$ cat config.mk
export PLATFORM = sky130hd
export DESIGN_NAME = target_bbox_detect
export DESIGN_NICKNAME = d
export VERILOG_FILES = /design/src/rtl/target_bbox_detect_pkg.sv /design/src/rtl/target_bbox_detect_rgb565_color_match.sv /design/src/rtl/target_bbox_detect.sv
export SDC_FILE = /design/constraint.sdc
export NUM_CORES = 1
export LEC_CHECK = 0
export ABC_CLOCK_PERIOD_IN_PS = 4100
export BUFFER_PORTS_ARGS = -buffer_cell sky130_fd_sc_hd__buf_2
export CAP_MARGIN = 20
export CORE_ASPECT_RATIO = 0.6
export CORE_MARGIN = 3
export CORE_UTILIZATION = 50
export CTS_BUF_LIST = sky130_fd_sc_hd__clkbuf_8
export DETAILED_ROUTE_END_ITERATION = 6
export HOLD_SLACK_MARGIN = 0.15
export PLACE_DENSITY = 0.69
export SLEW_MARGIN = 25
export SYNTH_ARGS = -nofsm -noshare
export SYNTH_HDL_FRONTEND = slang
export SYNTH_SLANG_ARGS = --single-unit
$ cat constraint.sdc
create_clock -name sclk -period 4.1 [get_ports sclk]
set_input_delay 0.205 -clock sclk [delete_from_list [all_inputs] [get_ports sclk]]
set_output_delay 0.205 -clock sclk [all_outputs]
set_load 0.01 [all_outputs]
$ cat src/rtl/target_bbox_detect_pkg.sv
// -----------------------------------------------------------------------------
// target_bbox_detect_pkg
// Shared definitions for the red-target bounding-box detector and the VGA
// display driver that consumes its results.
//   - Default image geometry (IMG_W x IMG_H active pixels).
//   - RGB565 field positions (R 15:11, G 10:5, B 4:0).
//   - Coordinate and hit-counter widths.
//   - RED colour constant used by the display overlay.
//   - FSM state encoding.
// -----------------------------------------------------------------------------
package target_bbox_detect_pkg;

    localparam int IMG_W = 640;
    localparam int IMG_H = 480;

    localparam int X_W   = 11;
    localparam int Y_W   = 10;
    localparam int CNT_W = 19;

    localparam int R_HI = 15;
    localparam int R_LO = 11;
    localparam int G_HI = 10;
    localparam int G_LO = 5;
    localparam int B_HI = 4;
    localparam int B_LO = 0;

    localparam logic [15:0] RED = 16'hF800;

    typedef enum logic [1:0] {
        ST_IDLE    = 2'd0,
        ST_SCAN    = 2'd1,
        ST_PUBLISH = 2'd2
    } state_t;

endpackage

$ cat src/rtl/target_bbox_detect_rgb565_color_match.sv
// -----------------------------------------------------------------------------
// rgb565_color_match
// Purely combinational red-target classifier for one RGB565 pixel.
// A pixel matches when its red field is at least R_TH and both its green and
// blue fields are at most G_TH / B_TH (strongly red, weakly green/blue).
// Ports:
//   pix    in  16  RGB565 pixel
//   match  out 1   pixel satisfies the red-target threshold
// -----------------------------------------------------------------------------
module rgb565_color_match #(
    parameter logic [4:0] R_TH = 5'd20,
    parameter logic [5:0] G_TH = 6'd24,
    parameter logic [4:0] B_TH = 5'd12
) (
    input  logic [15:0] pix,
    output logic        match
);
    import target_bbox_detect_pkg::*;

    logic [4:0] r_field;
    logic [5:0] g_field;
    logic [4:0] b_field;

    assign r_field = pix[R_HI:R_LO];
    assign g_field = pix[G_HI:G_LO];
    assign b_field = pix[B_HI:B_LO];

    assign match = (r_field >= R_TH) && (g_field <= G_TH) && (b_field <= B_TH);

endmodule

$ cat src/rtl/target_bbox_detect.sv
// -----------------------------------------------------------------------------
// target_bbox_detect
// Scans an RGB565 pixel stream, classifies each pixel against a red-target
// threshold and tracks the bounding box of matching pixels over one frame.
// At end of frame the box edges and its centre are published for the display
// driver, which overlays them in red.
// Ports:
//   sclk          in  1   system clock
//   s_rst_n       in  1   asynchronous active-low reset
//   pix_sof       in  1   start of frame; marks the same-cycle pixel as (0,0)
//   pix_valid     in  1   pixel strobe
//   pix_data      in  16  RGB565 pixel
//   x_min/x_max   out 11  left/right edge of last valid box
//   y_min/y_max   out 10  top/bottom edge of last valid box
//   x_coor        out 11  box centre x
//   y_coor        out 10  box centre y
//   target_found  out 1   last completed frame had at least MIN_PIX matches
//   frame_done    out 1   one-cycle pulse when the outputs update
// -----------------------------------------------------------------------------
module target_bbox_detect #(
    parameter int          IMG_W   = target_bbox_detect_pkg::IMG_W,
    parameter int          IMG_H   = target_bbox_detect_pkg::IMG_H,
    parameter logic [4:0]  R_TH    = 5'd20,
    parameter logic [5:0]  G_TH    = 6'd24,
    parameter logic [4:0]  B_TH    = 5'd12,
    parameter logic [18:0] MIN_PIX = 19'd64
) (
    input  logic        sclk,
    input  logic        s_rst_n,
    input  logic        pix_sof,
    input  logic        pix_valid,
    input  logic [15:0] pix_data,
    output logic [10:0] x_min,
    output logic [10:0] x_max,
    output logic [9:0]  y_min,
    output logic [9:0]  y_max,
    output logic [10:0] x_coor,
    output logic [9:0]  y_coor,
    output logic        target_found,
    output logic        frame_done
);
    import target_bbox_detect_pkg::*;

    localparam logic [X_W-1:0]   X_LAST  = X_W'(IMG_W - 1);
    localparam logic [Y_W-1:0]   Y_LAST  = Y_W'(IMG_H - 1);
    localparam logic [X_W-1:0]   X_ONE   = X_W'(1);
    localparam logic [Y_W-1:0]   Y_ONE   = Y_W'(1);
    localparam logic [CNT_W-1:0] CNT_ONE = CNT_W'(1);

    // Hit counter increment that sticks at all-ones instead of wrapping.
    function automatic logic [CNT_W-1:0] sat_inc(input logic [CNT_W-1:0] v);
        if (&v) begin
            return v;
        end
        return v + CNT_ONE;
    endfunction

    // Centre coordinates: sum one bit wider than the operands, then halve.
    function automatic logic [X_W-1:0] mid_x(input logic [X_W-1:0] a, input logic [X_W-1:0] b);
        logic [X_W:0] s;
        s = {1'b0, a} + {1'b0, b};
        return s[X_W:1];
    endfunction

    function automatic logic [Y_W-1:0] mid_y(input logic [Y_W-1:0] a, input logic [Y_W-1:0] b);
        logic [Y_W:0] s;
        s = {1'b0, a} + {1'b0, b};
        return s[Y_W:1];
    endfunction

    state_t state;
    state_t state_nxt;
    logic   publish;

    logic           start;
    logic           accept;
    logic           frame_end;
    logic           match;
    logic [X_W-1:0] x_cnt;
    logic [Y_W-1:0] y_cnt;
    logic [X_W-1:0] cur_x;
    logic [Y_W-1:0] cur_y;

    logic             any_hit;
    logic [CNT_W-1:0] hit_cnt;
    logic [X_W-1:0]   trk_x_min;
    logic [X_W-1:0]   trk_x_max;
    logic [Y_W-1:0]   trk_y_min;
    logic [Y_W-1:0]   trk_y_max;

    rgb565_color_match #(
        .R_TH (R_TH),
        .G_TH (G_TH),
        .B_TH (B_TH)
    ) u_color_match (
        .pix   (pix_data),
        .match (match)
    );

    // A start-of-frame pixel is accepted in any state and restarts the frame;
    // otherwise pixels only count while scanning.
    assign start     = pix_valid & pix_sof;
    assign accept    = start | (pix_valid & (state == ST_SCAN));
    assign cur_x     = start ? '0 : x_cnt;
    assign cur_y     = start ? '0 : y_cnt;
    assign frame_end = accept && (cur_x == X_LAST) && (cur_y == Y_LAST);

    // ---- FSM: state register ----
    always_ff @(posedge sclk or negedge s_rst_n) begin
        if (!s_rst_n) begin
            state <= ST_IDLE;
        end else begin
            state <= state_nxt;
        end
    end

    // ---- FSM: next state ----
    always_comb begin
        state_nxt = state;
        case (state)
            ST_IDLE: begin
                if (start) begin
                    state_nxt = ST_SCAN;
                end
            end
            ST_SCAN: begin
                if (frame_end) begin
                    state_nxt = ST_PUBLISH;
                end
            end
            ST_PUBLISH: begin
                state_nxt = start ? ST_SCAN : ST_IDLE;
            end
            default: begin
                state_nxt = ST_IDLE;
            end
        endcase
    end

    // ---- FSM: outputs ----
    always_comb begin
        publish = (state == ST_PUBLISH);
    end

    // ---- Pixel position counters ----
    always_ff @(posedge sclk or negedge s_rst_n) begin
        if (!s_rst_n) begin
            x_cnt <= '0;
            y_cnt <= '0;
        end else if (accept) begin
            if (cur_x == X_LAST) begin
                x_cnt <= '0;
                y_cnt <= (cur_y == Y_LAST) ? '0 : cur_y + Y_ONE;
            end else begin
                x_cnt <= cur_x + X_ONE;
                y_cnt <= cur_y;
            end
        end
    end

    // ---- Bounding-box tracker ----
    // On a restart the old box is discarded; the restart pixel itself may
    // already be the first match of the new frame.
    always_ff @(posedge sclk or negedge s_rst_n) begin
        if (!s_rst_n) begin
            any_hit   <= 1'b0;
            hit_cnt   <= '0;
            trk_x_min <= '0;
            trk_x_max <= '0;
            trk_y_min <= '0;
            trk_y_max <= '0;
        end else if (accept) begin
            if (match) begin
                any_hit <= 1'b1;
                hit_cnt <= sat_inc(start ? '0 : hit_cnt);
                if (start || !any_hit) begin
                    trk_x_min <= cur_x;
                    trk_x_max <= cur_x;
                    trk_y_min <= cur_y;
                    trk_y_max <= cur_y;
                end else begin
                    if (cur_x < trk_x_min) trk_x_min <= cur_x;
                    if (cur_x > trk_x_max) trk_x_max <= cur_x;
                    if (cur_y < trk_y_min) trk_y_min <= cur_y;
                    if (cur_y > trk_y_max) trk_y_max <= cur_y;
                end
            end else if (start) begin
                any_hit <= 1'b0;
                hit_cnt <= '0;
            end
        end
    end

    // ---- Publish stage: outputs change only here ----
    // A frame below MIN_PIX keeps the previous box so the overlay does not
    // jump to a noise-driven box.
    always_ff @(posedge sclk or negedge s_rst_n) begin
        if (!s_rst_n) begin
            x_min        <= '0;
            x_max        <= '0;
            y_min        <= '0;
            y_max        <= '0;
            x_coor       <= '0;
            y_coor       <= '0;
            target_found <= 1'b0;
            frame_done   <= 1'b0;
        end else begin
            frame_done <= publish;
            if (publish) begin
                if (hit_cnt >= MIN_PIX) begin
                    x_min        <= trk_x_min;
                    x_max        <= trk_x_max;
                    y_min        <= trk_y_min;
                    y_max        <= trk_y_max;
                    x_coor       <= mid_x(trk_x_min, trk_x_max);
                    y_coor       <= mid_y(trk_y_min, trk_y_max);
                    target_found <= 1'b1;
                end else begin
                    target_found <= 1'b0;
                end
            end
        end
    end

endmodule
# --- Yosys cells after proc, flatten, opt, wreduce, memory -nomap -nowiden ---
# Index checks and enable logic that the tools add are counted.
op_classes:
  n_addsub: 5
  n_lt_le_gt_ge: 8
  eq_ne: 6
  n_mux: 27
  bitwise_logic: 3
  reduce_logical: 20
ops:
  columns: ["op", "count"]
  rows:
  - ["$mux W19", 4]
  - ["$mux W10", 7]
  - ["$mux W11", 6]
  - ["$add A19 B1 Y19 const B", 1]
  - ["$ge A19 B7 Y1 const B", 1]
  - ["$reduce_and A19 Y1", 1]
  - ["$add A11 B11 Y12", 1]
  - ["$reduce_and A3 Y1", 4]
  - ["$add A10 B10 Y11", 1]
  - ["$add A11 B1 Y11 const B", 1]
  - ["$eq A11 B10 Y1 const B", 1]
  - ["$gt A11 B11 Y1", 1]
  - ["$lt A11 B11 Y1", 1]
  - ["$add A10 B1 Y10 const B", 1]
  - ["$eq A10 B9 Y1 const B", 1]
  - ["$gt A10 B10 Y1", 1]
  - ["$lt A10 B10 Y1", 1]
  - ["$reduce_bool A2 Y1", 5]
  - ["$mux W1", 7]
  - ["$le A6 B5 Y1 const B", 1]
  - ["$pmux W2 S3", 1]
  - ["$reduce_and A2 Y1", 3]
  - ["$ge A5 B5 Y1 const B", 1]
  - ["$le A5 B4 Y1 const B", 1]
  - ["other kinds (10)", 16]
word_totals:
  reg_bits: 150
  inputBits: 20
  output_inout_bits: 65

# --- Longest topological paths before layout ---
# Gate-level depths: netlist of the first run.
depth:
  ltp_word: 8
  depth_mapped: 13
  depth_no_buf: 10

# --- Cells and area by module ---
# Synthesis of the first run repeated with hierarchy kept, for this count alone.
unflattened:
  hier_cells: 823
  hier_area_um2: 8227.9
modules_own_cells:
  columns: ["mod", "n_inst", "cells_each", "area_per_inst_um2"]
  rows:
  - ["target_bbox_detect", 1, 819, 8192.9]
  - ["rgb565_color_match", 1, 4, 35.0]

# --- Least setup slack after synthesis of the first run ---
# No wires, ideal clock.
synth_path:
  path_type: "input to register"
  startpoint: "input pix_sof"
  endpoint: "register y_cnt[1]"
  arrival_ns: 2.746
  t_required_ns: 3.975
  path_slack_ns: 1.229
  path_stages: 12
  path_buffers: 4
  cell_sequence: "buf_6 > nand2_1 > buf_2 > clkbuf_1 > and2_1 > ha_1 > nand2_1 > or4_4 > buf_6 > or2_1 > nor2_2 > mux2_2"
synth_between:
  word_cells_on_any_way: 9
synth_lines:
  columns: ["item", "line", "source"]
  rows:
  - ["start: declaration", "target_bbox_detect.sv:30", "input logic pix_sof,"]
  - ["$and A1 B1 Y1", "target_bbox_detect.sv:102", "assign start = pix_valid & pix_sof;"]
  - ["$mux W11", "target_bbox_detect.sv:104", "assign cur_x = start ? '0 : x_cnt;"]
  - ["named net cur_x[1]", "target_bbox_detect.sv:81", "logic [X_W-1:0] cur_x;"]
  - ["$eq A11 B10 Y1", "target_bbox_detect.sv:151", "if (cur_x == X_LAST) begin"]
  - ["$mux W10", "target_bbox_detect.sv:151", null]
  - ["end signal: assignment", "target_bbox_detect.sv:153", "y_cnt <= (cur_y == Y_LAST) ? '0 : cur_y + Y_ONE;"]
  - ["end signal: assignment", "target_bbox_detect.sv:156", "y_cnt <= cur_y;"]
  - ["end: declaration", "target_bbox_detect.sv:80", "logic [Y_W-1:0] y_cnt;"]
# The timed path passes the listed nets, and every way through them passes these cells.
# A chain may end at the register's enable or synchronous reset.

# --- Final worst setup path of the first run ---
layout_path:
  startpoint: "register y_cnt[1]"
  endpoint: "register trk_y_min[8]"
layout_between:
  elab_chain_len: 4
layout_rtl:
  columns: ["item", "line", "source"]
  rows:
  - ["$mux W10", "target_bbox_detect.sv:105", "assign cur_y = start ? '0 : y_cnt;"]
  - ["named net cur_y[1]", "target_bbox_detect.sv:82", "logic [Y_W-1:0] cur_y;"]
  - ["$lt A10 B10 Y1", "target_bbox_detect.sv:184", "if (cur_y < trk_y_min) trk_y_min <= cur_y;"]
  - ["$reduce_bool A2 Y1 (no source line)", null, null]
  - ["$reduce_and A3 Y1 (no source line)", null, null]
  - ["end signal: assignment", "target_bbox_detect.sv:179", "trk_y_min <= cur_y;"]
  - ["end signal: assignment", "target_bbox_detect.sv:184", null]
  - ["end: declaration", "target_bbox_detect.sv:88", "logic [Y_W-1:0] trk_y_min;"]
# The timed path passes the listed nets, and every way through them passes these cells.

==> results_dict.tcl, run 1 <==
set metrics [dict create \
    maxSlewViolCount 0 \
    cts_tree "done" \
    cp-start-kind "flop" \
    clock-root-buffer "clkbuf_8" \
    synth_seq_area_share 0.4608 \
    power.switching_mw 1.061 \
    hold_viol_final 0 \
    synth_top_area_frac 0.4608 \
    core_area_um2 15630 \
    finalSetupViolations 0 \
    final_nets 979 \
    dr.pass1.iters 5 \
    synth_edf_count 0 \
    fin_tns_setup_ns 0 \
    cts_inserted_buffers 17 \
    hold_path.class "in2reg" \
    gp_congestion 0.8769 \
    pwr_density_cell_nw_per_um2 369.3 \
    post-route-drc-count 0 \
    combPwrFrac 0.183 \
    max_freq_mhz 335.9 \
    slowest_stage "o31a_1" \
    final_layout_size_suffix_gt1_frac 0.1987 \
    fp.dieArea_um2 17910 \
    synth-main-ff-cell "dfrtp_1" \
    worst_slew_pin_slew_ns 1.030 \
    pwr-share-seq 0.476 \
    drt_iter0_drc 412 \
    worstSkewPairLatency_ns 0.45 \
    wl_mm 18.93 \
    crit_path_max_fanout 10 \
    avgSynthCellArea_um2 9.947 \
    crit_type "reg2reg" \
    synthesis.nets 895 \
    synth_area_leaders "dfrtp_1 (46%), ha_1 (8.3%), mux2_2 (5.7%)" \
    p_total_mw 3.389 \
    grt_max_degree 105 \
    end_kind "flop" \
    grt_pass1_wl_mm 31.81 \
    fin_crit_ns 2.977 \
    vias_per_cell 5.652 \
    clock-sinks 150 \
    final.period_utilization 0.7261 \
    rows 35 \
    max-cap-violations 0 \
    skew_ns 0.01991 \
    syn_to_final_growth_pct 12.62 \
    port_buffers 82 \
    clock_path_buffers 2 \
    ys_ff_latch 150 \
    yosysWarnings 0 \
    track_usage 0.2200 \
    p_int_mw 2.328 \
    path_cells "and2_1 -> ha_1 -> nor2b_1 -> a311o_1 -> a211o_1 -> a31oi_1 -> o31a_1 -> mux2_2" \
    cts_setup_buffers 0 \
    h-tree-depth 4 \
    synth_area_um2 8147 \
    ios 85 \
    vias 6325 \
    max_slew_margin 0.3121 \
    antenna_cells 0 \
    cpPeakStageDelay_ns 0.55 \
    fp.dieH_um 104.9 \
    grt_overflow_total 0 \
    hold_buffers 1 \
    post_cts_resized 0 \
    arrival_ns 3.30 \
    synth-async-reset-ratio 1.000 \
    drtAntennaViolNets 0 \
    swShare 0.3131 \
    required_ns 4.43 \
    wl_per_cell_um 16.91 \
    status "completed" \
    clk_pin_slew_ns 0.09 \
    p_leak_nw 4.575 \
    yosysTopAreaCell "dfrtp_1" \
    grt_pass1_vias 6150 \
    rsz0062_at_grt "false" \
    power_frac_clock 0.341 \
    final_cell_mix "dfrtp_1 (150), nand2_1 (101), buf_2 (81)" \
    die_x_um 170.8 \
    ir_drop_v 0.0001996 \
    synthCells 819 \
    antenna_found_initial 0 \
    hpwlAfterDp_mm 13.78 \
    start_util 0.5211 \
    yosysUniqueCellTypes 73 \
    final_common_cell "dfrtp_1" \
]
[cell families (layout without fill, tap and decap cells)]
kind of cell	Yosys count	count (layout)	share of synthesized area
muxes	53	53	0.07142
buffers and inverters	80	177	0.04085
and+or+nand+nor	259	259	0.1587
DFF	150	150	0.4608
AOI/OAI and AO/OA	183	183	0.1395
xor gates and xnor gates	37	37	0.03978
adders and majority gates	57	57	0.08908
[path summary, 6_finish.rpt]
check                           depth (start not counted)  slack [ns]                  from                        to
worst min register to register                          2        0.48  y_max[6]$_DFFE_PN0P_      y_max[6]$_DFFE_PN0P_
worst min-delay path                                    3        0.19             pix_valid      state[0]$_DFFE_PN0P_
min in group asynchronous                               2        0.34               s_rst_n     x_coor[2]$_DFFE_PN0P_
worst max-delay path                                    8        1.12  y_cnt[1]$_DFFE_PN0N_  trk_y_min[8]$_DFFE_PN0P_
max in group asynchronous                               3        2.73               s_rst_n      y_min[4]$_DFFE_PN0P_
worst max register to register                          8        1.12  y_cnt[1]$_DFFE_PN0N_  trk_y_min[8]$_DFFE_PN0P_
[Yosys cell counts (2+ instances only)]
cell and count:
and2_1 17, o31ai_1 5, mux2_2 41, nor2b_1 7, a221oi_1 2, xor2_1 21
a211oi_1 2, or4_1 2, o211ai_1 4, nand3b_1 4, a21boi_0 5, nor3_1 7
fa_1 2, a31oi_1 13, clkbuf_1 17, a21bo_2 3, buf_2 8, nor4bb_1 2
nand2_1 102, buf_6 2, nor4b_1 2, o21a_1 4, a21oi_1 34, a2111oi_0 3
o32ai_1 2, mux2i_1 12, nor2_1 40, nand3_1 20, and3_1 12, buf_4 2
and4_1 6, nor4_1 6, ha_1 54, a32oi_1 2, inv_1 51, dfrtp_1 150
nand4_1 15, xnor2_1 16, o21ai_0 78, a21o_1 5, a31o_2 2, or3_1 2
nand2b_1 5
[state kept, by name, summed over array words and instances, names as in the netlist]
| name | cells |
|---|---|
| x_coor | 11 |
| x_cnt | 11 |
| trk_x_min | 11 |
| target_found | 1 |
| y_cnt | 10 |
| state | 2 |
| x_max | 11 |
| y_max | 10 |
| hit_cnt | 19 |
| trk_y_max | 10 |
| y_coor | 10 |
| trk_x_max | 11 |
| x_min | 11 |
| any_hit | 1 |
| frame_done | 1 |
| trk_y_min | 10 |
| y_min | 10 |
[power groups by stage]
stage	registers, mW	logic (mW)	clock network (mW)
after CTS	1.61	0.617	1.19
after global routing	1.62	0.698	1.24
after floorplan	1.62	0.429	0
after global placement	1.64	0.601	0
after detailed placement	1.64	0.613	0
final	1.61	0.620	1.16
[per-stage QoR]
| stage | cells | instance area, µm² | util | setup WS (ns) | hold slack, ns |
|---|---|---|---|---|---|
| after floorplan | 819 | 8147 | - | 1.230 | -0.09059 |
| after global placement | 1086 | 8766 | 0.5607 | 0.9442 | 0.2875 |
| after detailed placement | 1086 | 8766 | 0.5607 | 0.8549 | 0.2992 |
| after CTS | 1119 | 9175 | 0.5869 | 1.147 | 0.1721 |
| after global routing | 1119 | 9175 | 0.5869 | 0.9766 | 0.2230 |
| final | 1119 | 9175 | 0.5869 | 1.123 | 0.1932 |
[final cells by class]
type | instances | area [µm²]
Clock buffer | 19 | 261.5
Clock inverter | 13 | 137.6
Fill cell | 1382 | 6459
Inverter | 51 | 191.4
Multi-Input combinational cell | 589 | 4068
Sequential cell | 150 | 3754
Tap cell | 203 | 254.0
Timing Repair Buffer | 94 | 509.2
[metal layers]
metal | vias to the layer above | share of wire | track usage
met5 | - | 0 | 0
met4 | 0 | 0.011 | 0.05556
met3 | 18 | 0.044 | 0.03289
met2 | 156 | 0.41 | 0.3104
met1 | 3074 | 0.53 | 0.3505
li1 | 3077 | - | -
[worst max-delay path, delay by kind of cell (launching register included)]
kind | cells | cell delay, ns
flops | 1 | 0.40
mux | 1 | 0.40
compound gates | 4 | 1.37
simple gates | 2 | 0.36
fa+ha+maj | 1 | 0.33
No activity file was read; power rests on OpenSTA's default activity.
==> run 2: changes to the inputs <==
--- a/config.mk
+++ b/config.mk
@@ -5,7 +5,7 @@
 export SDC_FILE = /design/constraint.sdc
 export NUM_CORES = 1
 export LEC_CHECK = 0
-export ABC_CLOCK_PERIOD_IN_PS = 4100
+export ABC_CLOCK_PERIOD_IN_PS = 3050
 export BUFFER_PORTS_ARGS = -buffer_cell sky130_fd_sc_hd__buf_2
 export CAP_MARGIN = 20
 export CORE_ASPECT_RATIO = 0.6
==> constraint.sdc (replaced) <==
create_clock -name sclk -period 3.05 [get_ports sclk]
set_input_delay 0.1525 -clock sclk [delete_from_list [all_inputs] [get_ports sclk]]
set_output_delay 0.1525 -clock sclk [all_outputs]
set_load 0.01 [all_outputs]
==> run 2 against run 1 <==
  * Flip-flop and latch count unchanged
  * Core utilization is 0.94 points higher
  * Largest power group unchanged
  * Sequential power is 35% higher
  * Sequential share of layout area shrank 0.64 points
  * Wire length is 0.56% higher
  * Worst hold slack gained 0.035 ns
  * Worst setup slack worse by 0.72 ns
  * Die area unchanged
  * Largest cell class unchanged
  * Global-route usage grew 0.18 points
  * Highest routed layer unchanged
==> results_dict.tcl, run 2 (synthesis results as in run 1) <==
set metrics [dict create \
    arrival_ns 2.98 \
    maxSlewViolCount 0 \
    final_layout_size_suffix_gt1_frac 0.2141 \
    die_x_um 170.8 \
    holdPathStages 4 \
    worstSkewPairLatency_ns 0.44 \
    clock-root-buffer "clkbuf_8" \
    worst_slew_pin_slew_ns 0.7596 \
    reg2reg_slack_ns 0.40 \
    cts_inserted_buffers 17 \
    rsz0062_at_grt "false" \
    wl_per_cell_um 16.74 \
    required_ns 3.38 \
    drtAntennaViolNets 0 \
    end_kind "flop" \
    crit_type "reg2reg" \
    vias_per_cell 5.615 \
    grt_pass1_vias 6054 \
    fin_tns_setup_ns 0 \
    grt_overflow_total 0 \
    pwr_density_cell_nw_per_um2 490.5 \
    core_area_um2 15630 \
    grt_pass1_wl_mm 32.06 \
    dpl_cell_area_um2 8914 \
    status "completed" \
    grt_max_degree 85 \
    cp-start-kind "flop" \
    max-cap-violations 0 \
    regMostFlops "hit_cnt" \
    final.period_utilization 0.8693 \
    gp_congestion 0.8779 \
    p_total_mw 4.572 \
    rows 35 \
    hold_viol_final 0 \
    clk_pin_slew_ns 0.09 \
    fp.dieArea_um2 17910 \
    reg2reg_to "trk_y_min[8]$_DFFE_PN0P_" \
    r2r_cells 10 \
    vias 6384 \
    antenna_cells 0 \
    start_util 0.5211 \
    clock-sinks 150 \
    worstReg2RegStart "y_cnt[7]$_DFFE_PN0N_" \
    clock_path_buffers 2 \
    wl_mm 19.03 \
    fin_crit_ns 2.651 \
    port_buffers 82 \
    post-place-ws_ns 0.3374 \
    worstHoldStart "pix_valid" \
    hold_end "state[0]$_DFFE_PN0P_" \
    final_common_cell "dfrtp_1" \
    p_leak_nw 4.668 \
    cts_tree "done" \
    hpwlAfterDp_mm 14.25 \
    ir_drop_v 0.0002487 \
    finalSetupViolations 0 \
    max_slew_margin 0.4936 \
    largest_reg_flops 19 \
    crit_path_max_fanout 10 \
    syn_to_final_growth_pct 14.42 \
    final_cell_mix "dfrtp_1 (150), nand2_1 (101), buf_2 (81)" \
    post-route-drc-count 0 \
    max_freq_mhz 377.2 \
    skew_ns 0.01316 \
    utilization 0.5962 \
    finalInstanceArea_um2 9321 \
    h-tree-depth 4 \
    post_cts_resized 0 \
    hold_path.class "in2reg" \
    fp.dieH_um 104.9 \
    track_usage 0.2217 \
    drt_iter0_drc 480 \
    dr.pass1.iters 5 \
    ios 85 \
    antenna_found_initial 0 \
    final_nets 997 \
    setup_ws_ns 0.3986 \
]
run 2: cell types whose count changed in the layout (fill, tap and decap cells not counted):
cell,delta
buf_4,+17
clkbuf_8,-2
clkinv_4,-2
inv_8,+2
buf_12,+1
clkinv_2,+1
clkinv_8,+1
run 2: worst max-delay path, stage by stage, from the launching register on:
cell and delay (ns):
dfrtp_1 0.44, nand2_1 0.15, inv_1 0.09, ha_1 0.34, a21o_1 0.17, a211oi_1 0.29
o21ai_0 0.19, a31oi_1 0.17, o31a_1 0.14, buf_4 0.21, mux2_2 0.36
run 2: how the worst max path moves through the flow:
stage | from | to | depth (start not counted)
3_3_place_gp | pix_sof | y_cnt[1]$_DFFE_PN0N_ | 10
6_report | y_cnt[7]$_DFFE_PN0N_ | trk_y_min[8]$_DFFE_PN0P_ | 10
3_5_place_dp | pix_sof | y_cnt[7]$_DFFE_PN0N_ | 11
4_1_cts | y_cnt[5]$_DFFE_PN0N_ | trk_y_max[3]$_DFFE_PN0P_ | 8
5_1_grt | y_cnt[5]$_DFFE_PN0N_ | trk_y_max[3]$_DFFE_PN0P_ | 8
2_1_floorplan | pix_sof | y_cnt[1]$_DFFE_PN0N_ | 12
run 2: final cells by class:
cell class              count  area, µm²
repair buffers            112      656.9
flip-flops and latches    150       3754
well taps                 203      254.0
fillers                  1379       6312
multi-input cells         589       4068
clock buffers              17      234.0
clock inverters            15      163.9
inverters                  51      191.4
run 2: what timing repair did:
| item | CTS | global route |
|---|---|---|
| setup buffers | 0 | 0 |
| endpoints found under the hold margin | 81 | 0 |
| hold buffers | 1 | 0 |
run 2: metal layers:
metal,GRT usage,wire (µm),vias to the layer above
met2,0.3062,7651,173
met1,0.3614,10240,3080
li1,-,-,3114
met4,0.04340,151,0
met5,0,0,-
met3,0.03743,984,17
run 2: report_power, final:
part	internal [mW]	total, mW	switching (mW)
combinational	0.340	0.842	0.501
clock	0.685	1.56	0.880
sequential	2.08	2.17	0.0816
run 2: stage by stage:
stage / hold WS (ns) / instances
3_5_place_dp: 0.2530 / 1104
6_report: 0.2278 / 1137
2_1_floorplan: -0.1431 / 819
3_3_place_gp: 0.2501 / 1104
5_1_grt: 0.2346 / 1137
4_1_cts: 0.2044 / 1137
